[src/rtl/muldiv_ctrl_if.sv]
// EX-stage to HI/LO multiply/divide sequencer interface.
// master = EX stage / pipeline control, slave = muldiv_ctrl.
interface muldiv_ctrl_if;
  logic        ex_valid;
  logic [2:0]  ex_op;
  logic [31:0] ex_a;
  logic [31:0] ex_b;
  logic        exc_oc;
  logic        md_busy;
  logic        md_done;
  logic [31:0] hi;
  logic [31:0] lo;
  logic [1:0]  md_state;

  modport master (
    output ex_valid, ex_op, ex_a, ex_b, exc_oc,
    input  md_busy, md_done, hi, lo, md_state
  );

  modport slave (
    input  ex_valid, ex_op, ex_a, ex_b, exc_oc,
    output md_busy, md_done, hi, lo, md_state
  );
endinterface

[src/rtl/muldiv_ctrl.sv]
// HI/LO multiply/divide sequencer: multi-cycle MULT/MULTU, radix-2 restoring DIV/DIVU, MTHI/MTLO.
// Optional macro MD_DIVZ_FAST_EN: divide-by-zero commits at the accept edge with no stall.
module muldiv_ctrl #(
  parameter int unsigned MUL_CYCLES = 2
) (
  input  logic              clk,
  input  logic              rst,
  muldiv_ctrl_if.slave      bus
);
  localparam int unsigned W  = 32;
  localparam int unsigned CW = 5;

  localparam logic [2:0] OP_MULT  = 3'd1;
  localparam logic [2:0] OP_MULTU = 3'd2;
  localparam logic [2:0] OP_DIV   = 3'd3;
  localparam logic [2:0] OP_DIVU  = 3'd4;
  localparam logic [2:0] OP_MTHI  = 3'd5;
  localparam logic [2:0] OP_MTLO  = 3'd6;

  typedef enum logic [1:0] {
    IDLE = 2'd0,
    MUL  = 2'd1,
    DIV  = 2'd2,
    FIX  = 2'd3
  } state_t;

  state_t        state;
  logic [CW-1:0] cnt;
  logic [W-1:0]  op_a, op_b, quo, rem, hi_q, lo_q;
  logic          op_signed, q_neg, r_neg, div_zero;

  logic          is_mul, is_div, is_signed, go, start, fast_divz, mul_last;
  logic          a_sgn, b_sgn;
  logic [W-1:0]  a_mag, b_mag;
  logic [W:0]    rem_sh, diff;
  logic          take;
  logic [W-1:0]  rem_nx, quo_nx, q_fix, r_fix;
  logic [2*W-1:0] ext_a, ext_b, prod;

  // Decode and accept qualification; reset also blocks a start so md_busy drops at once.
  assign is_mul    = (bus.ex_op == OP_MULT) || (bus.ex_op == OP_MULTU);
  assign is_div    = (bus.ex_op == OP_DIV)  || (bus.ex_op == OP_DIVU);
  assign is_signed = (bus.ex_op == OP_MULT) || (bus.ex_op == OP_DIV);
  assign go        = bus.ex_valid & ~bus.exc_oc & ~rst;
  assign start     = go & (state == IDLE) & (is_mul | is_div);

`ifdef MD_DIVZ_FAST_EN
  assign fast_divz = start & is_div & (bus.ex_b == '0);
`else
  assign fast_divz = 1'b0;
`endif

  assign mul_last    = (state == MUL) && (cnt == '0);
  assign bus.md_busy = ~bus.exc_oc & ~rst &
                       ((start & ~fast_divz) | ((state == MUL) && (cnt != '0)) | (state == DIV));
  assign bus.md_done = ~bus.exc_oc & ~rst & (fast_divz | mul_last | (state == FIX));

  // Operand magnitudes for signed divide
  assign a_sgn = (bus.ex_op == OP_DIV) & bus.ex_a[W-1];
  assign b_sgn = (bus.ex_op == OP_DIV) & bus.ex_b[W-1];
  assign a_mag = a_sgn ? -bus.ex_a : bus.ex_a;
  assign b_mag = b_sgn ? -bus.ex_b : bus.ex_b;

  // One restoring step: shift dividend bit into remainder, subtract if it fits
  assign rem_sh = {rem, quo[W-1]};
  assign diff   = rem_sh - {1'b0, op_b};
  assign take   = ~diff[W];
  assign rem_nx = take ? diff[W-1:0] : rem_sh[W-1:0];
  assign quo_nx = {quo[W-2:0], take};

  assign q_fix = q_neg ? -quo : quo;
  assign r_fix = r_neg ? -rem : rem;

  // Sign/zero extension to 64 bits makes one truncated multiply serve both MULT and MULTU
  assign ext_a = {{W{op_signed & op_a[W-1]}}, op_a};
  assign ext_b = {{W{op_signed & op_b[W-1]}}, op_b};
  assign prod  = ext_a * ext_b;

  always_ff @(posedge clk or posedge rst) begin
    if (rst) begin
      state     <= IDLE;
      cnt       <= '0;
      op_a      <= '0;
      op_b      <= '0;
      quo       <= '0;
      rem       <= '0;
      hi_q      <= '0;
      lo_q      <= '0;
      op_signed <= 1'b0;
      q_neg     <= 1'b0;
      r_neg     <= 1'b0;
      div_zero  <= 1'b0;
    end else if (bus.exc_oc) begin
      state <= IDLE;
      cnt   <= '0;
    end else begin
      case (state)
        IDLE: begin
          if (fast_divz) begin
            hi_q <= bus.ex_a;
            lo_q <= '1;
          end else if (start) begin
            op_a      <= bus.ex_a;
            op_signed <= is_signed;
            if (is_mul) begin
              state <= MUL;
              cnt   <= CW'(MUL_CYCLES - 1);
              op_b  <= bus.ex_b;
            end else begin
              state    <= DIV;
              cnt      <= CW'(31);
              op_b     <= b_mag;
              quo      <= a_mag;
              rem      <= '0;
              q_neg    <= a_sgn ^ b_sgn;
              r_neg    <= a_sgn;
              div_zero <= (bus.ex_b == '0);
            end
          end else if (go && bus.ex_op == OP_MTHI) begin
            hi_q <= bus.ex_a;
          end else if (go && bus.ex_op == OP_MTLO) begin
            lo_q <= bus.ex_a;
          end
        end
        MUL: begin
          if (cnt != '0) begin
            cnt <= cnt - CW'(1);
          end else begin
            {hi_q, lo_q} <= prod;
            state        <= IDLE;
          end
        end
        DIV: begin
          rem <= rem_nx;
          quo <= quo_nx;
          if (cnt == '0) state <= FIX;
          else           cnt   <= cnt - CW'(1);
        end
        FIX: begin
          if (div_zero) begin
            hi_q <= op_a;
            lo_q <= '1;
          end else begin
            hi_q <= r_fix;
            lo_q <= q_fix;
          end
          state <= IDLE;
        end
      endcase
    end
  end

  assign bus.hi       = hi_q;
  assign bus.lo       = lo_q;
  assign bus.md_state = state;
endmodule
[src/flat_wrapper.sv]
// flat-port wrapper written by rule: the top's interface ports become plain ports
module muldiv_ctrl_flat 
#(
  parameter int unsigned MUL_CYCLES = 2
)
  (clk, rst, bus_ex_valid, bus_ex_op, bus_ex_a, bus_ex_b, bus_exc_oc, bus_md_busy, bus_md_done, bus_hi, bus_lo, bus_md_state);
  muldiv_ctrl_if bus_i ();
  input  logic clk;
  input  logic rst;
  input wire logic [$bits(bus_i.ex_valid)-1:0] bus_ex_valid;
  input wire logic [$bits(bus_i.ex_op)-1:0] bus_ex_op;
  input wire logic [$bits(bus_i.ex_a)-1:0] bus_ex_a;
  input wire logic [$bits(bus_i.ex_b)-1:0] bus_ex_b;
  input wire logic [$bits(bus_i.exc_oc)-1:0] bus_exc_oc;
  output wire logic [$bits(bus_i.md_busy)-1:0] bus_md_busy;
  output wire logic [$bits(bus_i.md_done)-1:0] bus_md_done;
  output wire logic [$bits(bus_i.hi)-1:0] bus_hi;
  output wire logic [$bits(bus_i.lo)-1:0] bus_lo;
  output wire logic [$bits(bus_i.md_state)-1:0] bus_md_state;
  assign bus_i.ex_valid = bus_ex_valid;
  assign bus_i.ex_op = bus_ex_op;
  assign bus_i.ex_a = bus_ex_a;
  assign bus_i.ex_b = bus_ex_b;
  assign bus_i.exc_oc = bus_exc_oc;
  assign bus_md_busy = bus_i.md_busy;
  assign bus_md_done = bus_i.md_done;
  assign bus_hi = bus_i.hi;
  assign bus_lo = bus_i.lo;
  assign bus_md_state = bus_i.md_state;
  muldiv_ctrl #(.MUL_CYCLES(MUL_CYCLES)) u_core (.clk(clk), .rst(rst), .bus(bus_i));
endmodule
[config.mk]
export PLATFORM = sky130hd
export DESIGN_NAME = muldiv_ctrl_flat
export DESIGN_NICKNAME = d
export VERILOG_FILES = /design/src/rtl/muldiv_ctrl_if.sv /design/src/rtl/muldiv_ctrl.sv /design/src/flat_wrapper.sv
export SDC_FILE = /design/constraint.sdc
export NUM_CORES = 2
export LEC_CHECK = 0
export ABC_AREA = 0
export CAP_MARGIN = 40
export CORE_ASPECT_RATIO = 0.9
export CORE_UTILIZATION = 55
export DETAILED_ROUTE_END_ITERATION = 12
export PLACE_DENSITY = 0.72
export SETUP_SLACK_MARGIN = 0.4
export SYNTH_ARGS = -nofsm -noshare
export SYNTH_HDL_FRONTEND = slang
export SYNTH_SLANG_ARGS = --single-unit
export TNS_END_PERCENT = 100
[constraint.sdc]
create_clock -name clk -period 22.8 [get_ports clk]
set_clock_uncertainty 0.15 [all_clocks]
set_input_delay 5.7 -clock clk [delete_from_list [all_inputs] [get_ports clk]]
set_output_delay 5.7 -clock clk [all_outputs]
set_load 0.03 [all_outputs]
==> results.md <==
- TritonCTS clock tree: done
- Synth Instances: 5889
- Die Width: 324 µm
- First-pass GRT wire length: 239000 µm
- Postcts setup bufs: 0
- Antenna-violating nets left: 0
- Register area share after synthesis: 9.88%
- Clk pin slew, worst setup/hold paths: 0.06 ns
- Async set or reset register ratio after synthesis: 100%
- Pre-antenna DRT Iters: 6
- Worst path required time: 16.95 ns
- Drt via density: 5.71
- Initial antenna violation count: 7
- Final Hold Fails: 0
- GRT Resource Usage Total: 32.2%
- Synthesis-stage register bit count: 203
- Core footprint: 92700 µm²
- RSZ-0062 raised after global routing: no
- DR DRC count: 0
- Top-area cell type share of the netlist area: 43.8%
- Max-cap violations: 0
- Crit-path max FO: 25
- Final setup vio count: 0
- Max clock buf depth: 3
- Slew Limit Fails: 0
- Delay-heaviest family, CP: buffers and inverters
- Buffers plus inverters on the worst setup path: 2
- Worst setup slack after layout: 8.52 ns
- Share of post-route cells with drive strength above 1: 3.01%
- R2R setup slack: 12.78 ns
- Hold-fix buffers at CTS: 0
- Min-delay src: u_core.bus.lo[17]
- R2R cell count: 29
- EDFF count, synth: 0
- CTS sink cnt: 203
- Routability cong.: 0.966
- Hold depth: 2
- Global route overflow: 0
- Crit-path slowest cell: clkdlybuf4s50_1
- Final wirelength: 146000 µm
- Post-synth top cells: inv_1, fa_1, nand2_1
- Die H: 292 µm
- Crit path top cell by count: clkdlybuf4s50_1
- Unique masters post-synth: 70
- Hold slack final: 0.331 ns
- Crit path DAT: 8.43 ns
- CP Class: input port to output pin
- Startpoint class of the critical path: input port
- Largest net degree at the start of global routing: 113
- Full die area: 94800 µm²
- Synth warn: 0
- Cell taking the most area after synthesis: fa_1
- Ys flop type: dfrtp_1
- Num ports: 139
- Max H-tree Level: 1
- Fin Setup TNS: 0 ns
- Root buffer cell: clkbuf_16
- Detailed-route via count: 40164
- Synth Area per Inst: 8.74 µm²
- PortBufs: 138
- Slew Limit Headroom: 33.1%
- Largest stage delay on the critical path: 0.72 ns
- Synth Net Count: 7340
- R2r endpoint: u_core.bus.hi[30]
- Post-CTS resize count: 0
- Vias in the first global route: 42767
- Initial Util: 55.5%
- Skew-Pair Late Insertion Delay: 0.53 ns
- Synth top area cells: fa_1, dfrtp_1, inv_1
- P&R area growth vs syn: 6.20%
- DP Worst Slack: 8.52 ns
- Fill count: 8047
- Worst-margin pin slew: 1.00 ns
- NumNets Final: 7220
- Detailed placer's ending HPWL: 115000 µm
- Hold-critical path endpoint: u_core.bus.lo[17]
- F_max: 70.0 MHz
- Drt initial violations: 3221
- Total CTS buffers: 23
- Outcome: complete, no violations
- Final Cycle Share: 62.6%
- Critical path capture point type: output pin
- Tightest Hold Check Type: register to register
- Most numerous cell in the Yosys netlist: inv_1
- Critical-path cell list: clkdlybuf4s50_1, nor3b_1, nand3_4, a311oi_1, clkdlybuf4s50_1
- WL/cell: 20.8 µm
- Reg2reg start: u_core.op_signed
- Tmin final: 14.28 ns
- Row Count: 106
- Synthesized cell area: 51400 µm²
[worst reg2reg max path: cells and delay by family, from the launching register on]
| kind | cells | cell delay [ns] |
|---|---|---|
| buffers and inverters | 7 | 1.14 |
| adder cells (fa/ha/maj) | 9 | 4.69 |
| flip-flops | 1 | 0.97 |
| AND/OR/NAND/NOR | 6 | 1.72 |
| AO/OA/AOI/OAI | 7 | 1.22 |
[through the flow]
stage,cell area (µm²),utilization [%],instances
4_1_cts,54600,58.9,7026
6_report,54600,58.9,7029
3_5_place_dp,53800,58.0,6985
2_1_floorplan,51400,-,5889
5_1_grt,54600,58.9,7027
3_3_place_gp,53600,57.8,6976
[kinds of logic (layout without fill, tap and decap cells)]
family                     after synthesis  in the layout  share of synthesized area, %
and+or+nand+nor                       1779           1779                          15.9
buffers and inverters                 1557           1453                          11.4
adders and majority gates             1380           1380                          50.0
AOI/OAI and AO/OA                      727            727                          8.68
xor gates and xnor gates               214            214                          3.64
DFF                                    203            203                          9.88
muxes                                   29             29                         0.564
other                                    0              2                             0
[how the worst max path moves through the flow]
stage / start / end / cells after the start
3_5_place_dp: bus_exc_oc / bus_md_busy / 5
4_1_cts: bus_exc_oc / bus_md_busy / 5
5_1_grt: bus_exc_oc / bus_md_busy / 5
2_1_floorplan: bus_ex_op[2] / bus_md_busy / 6
6_report: bus_exc_oc / bus_md_busy / 5
3_3_place_gp: bus_exc_oc / bus_md_busy / 5
[layout make-up]
class | count | area (µm²) | area share, %
Timing Repair Buffer | 219 | 2100 | 3.85
Clock buffer | 29 | 628 | 1.15
Antenna cell | 2 | 5.00 | 0.00916
Inverter | 1193 | 4490 | 8.21
Tap cell | 1242 | 1550 | 2.84
Clock inverter | 12 | 194 | 0.355
Sequential cell | 203 | 5110 | 9.35
Multi-Input combinational cell | 4129 | 40600 | 74.2
[flip-flops by register name (all words and copies together) (netlist names)]
name                 count
u_core.bus.md_state      2
u_core.r_neg             1
u_core.q_neg             1
u_core.quo              32
u_core.bus.hi           32
u_core.op_signed         1
u_core.rem              32
u_core.bus.lo           32
u_core.op_a             32
u_core.cnt               5
u_core.div_zero          1
u_core.op_b             32
[per-layer routing]
metal | GRT usage, % | vias to the layer above | part of all wire, %
li1 | - | 17483 | -
met1 | 43.0 | 20454 | 40
met2 | 51.2 | 1828 | 46
met3 | 7.09 | 393 | 10
met4 | 12.4 | 6 | 4.5
met5 | 0 | - | 0.022
[layout by cell type, fill, tap and decap left out, types with 11 or more instances in the layout]
| cell | count |
|---|---|
| nand2_1 | 1053 |
| nor3_1 | 20 |
| o211ai_1 | 11 |
| clkdlybuf4s50_1 | 138 |
| and3_1 | 37 |
| a31oi_1 | 19 |
| xor2_1 | 110 |
| nand2b_1 | 26 |
| o31ai_1 | 38 |
| a211oi_1 | 13 |
| o41ai_1 | 18 |
| a22oi_1 | 12 |
| clkbuf_16 | 23 |
| nand3_1 | 21 |
| o21a_1 | 16 |
| o22ai_1 | 11 |
| o21bai_1 | 11 |
| buf_4 | 71 |
| and2_1 | 368 |
| a221oi_1 | 44 |
| o21ai_0 | 253 |
| nor4_1 | 19 |
| or4_1 | 11 |
| fa_1 | 1126 |
| a21oi_1 | 194 |
| nor2_1 | 144 |
| dfrtp_2 | 21 |
| or3_1 | 19 |
| a21o_1 | 43 |
| inv_1 | 1192 |
| mux2i_1 | 29 |
| nor2b_1 | 12 |
| dfrtp_1 | 182 |
| xnor2_1 | 103 |
| ha_1 | 251 |
Power is left out: the tool's default activity adds up to more than one toggle a clock period on the data nets, which glitch-free logic cannot reach.
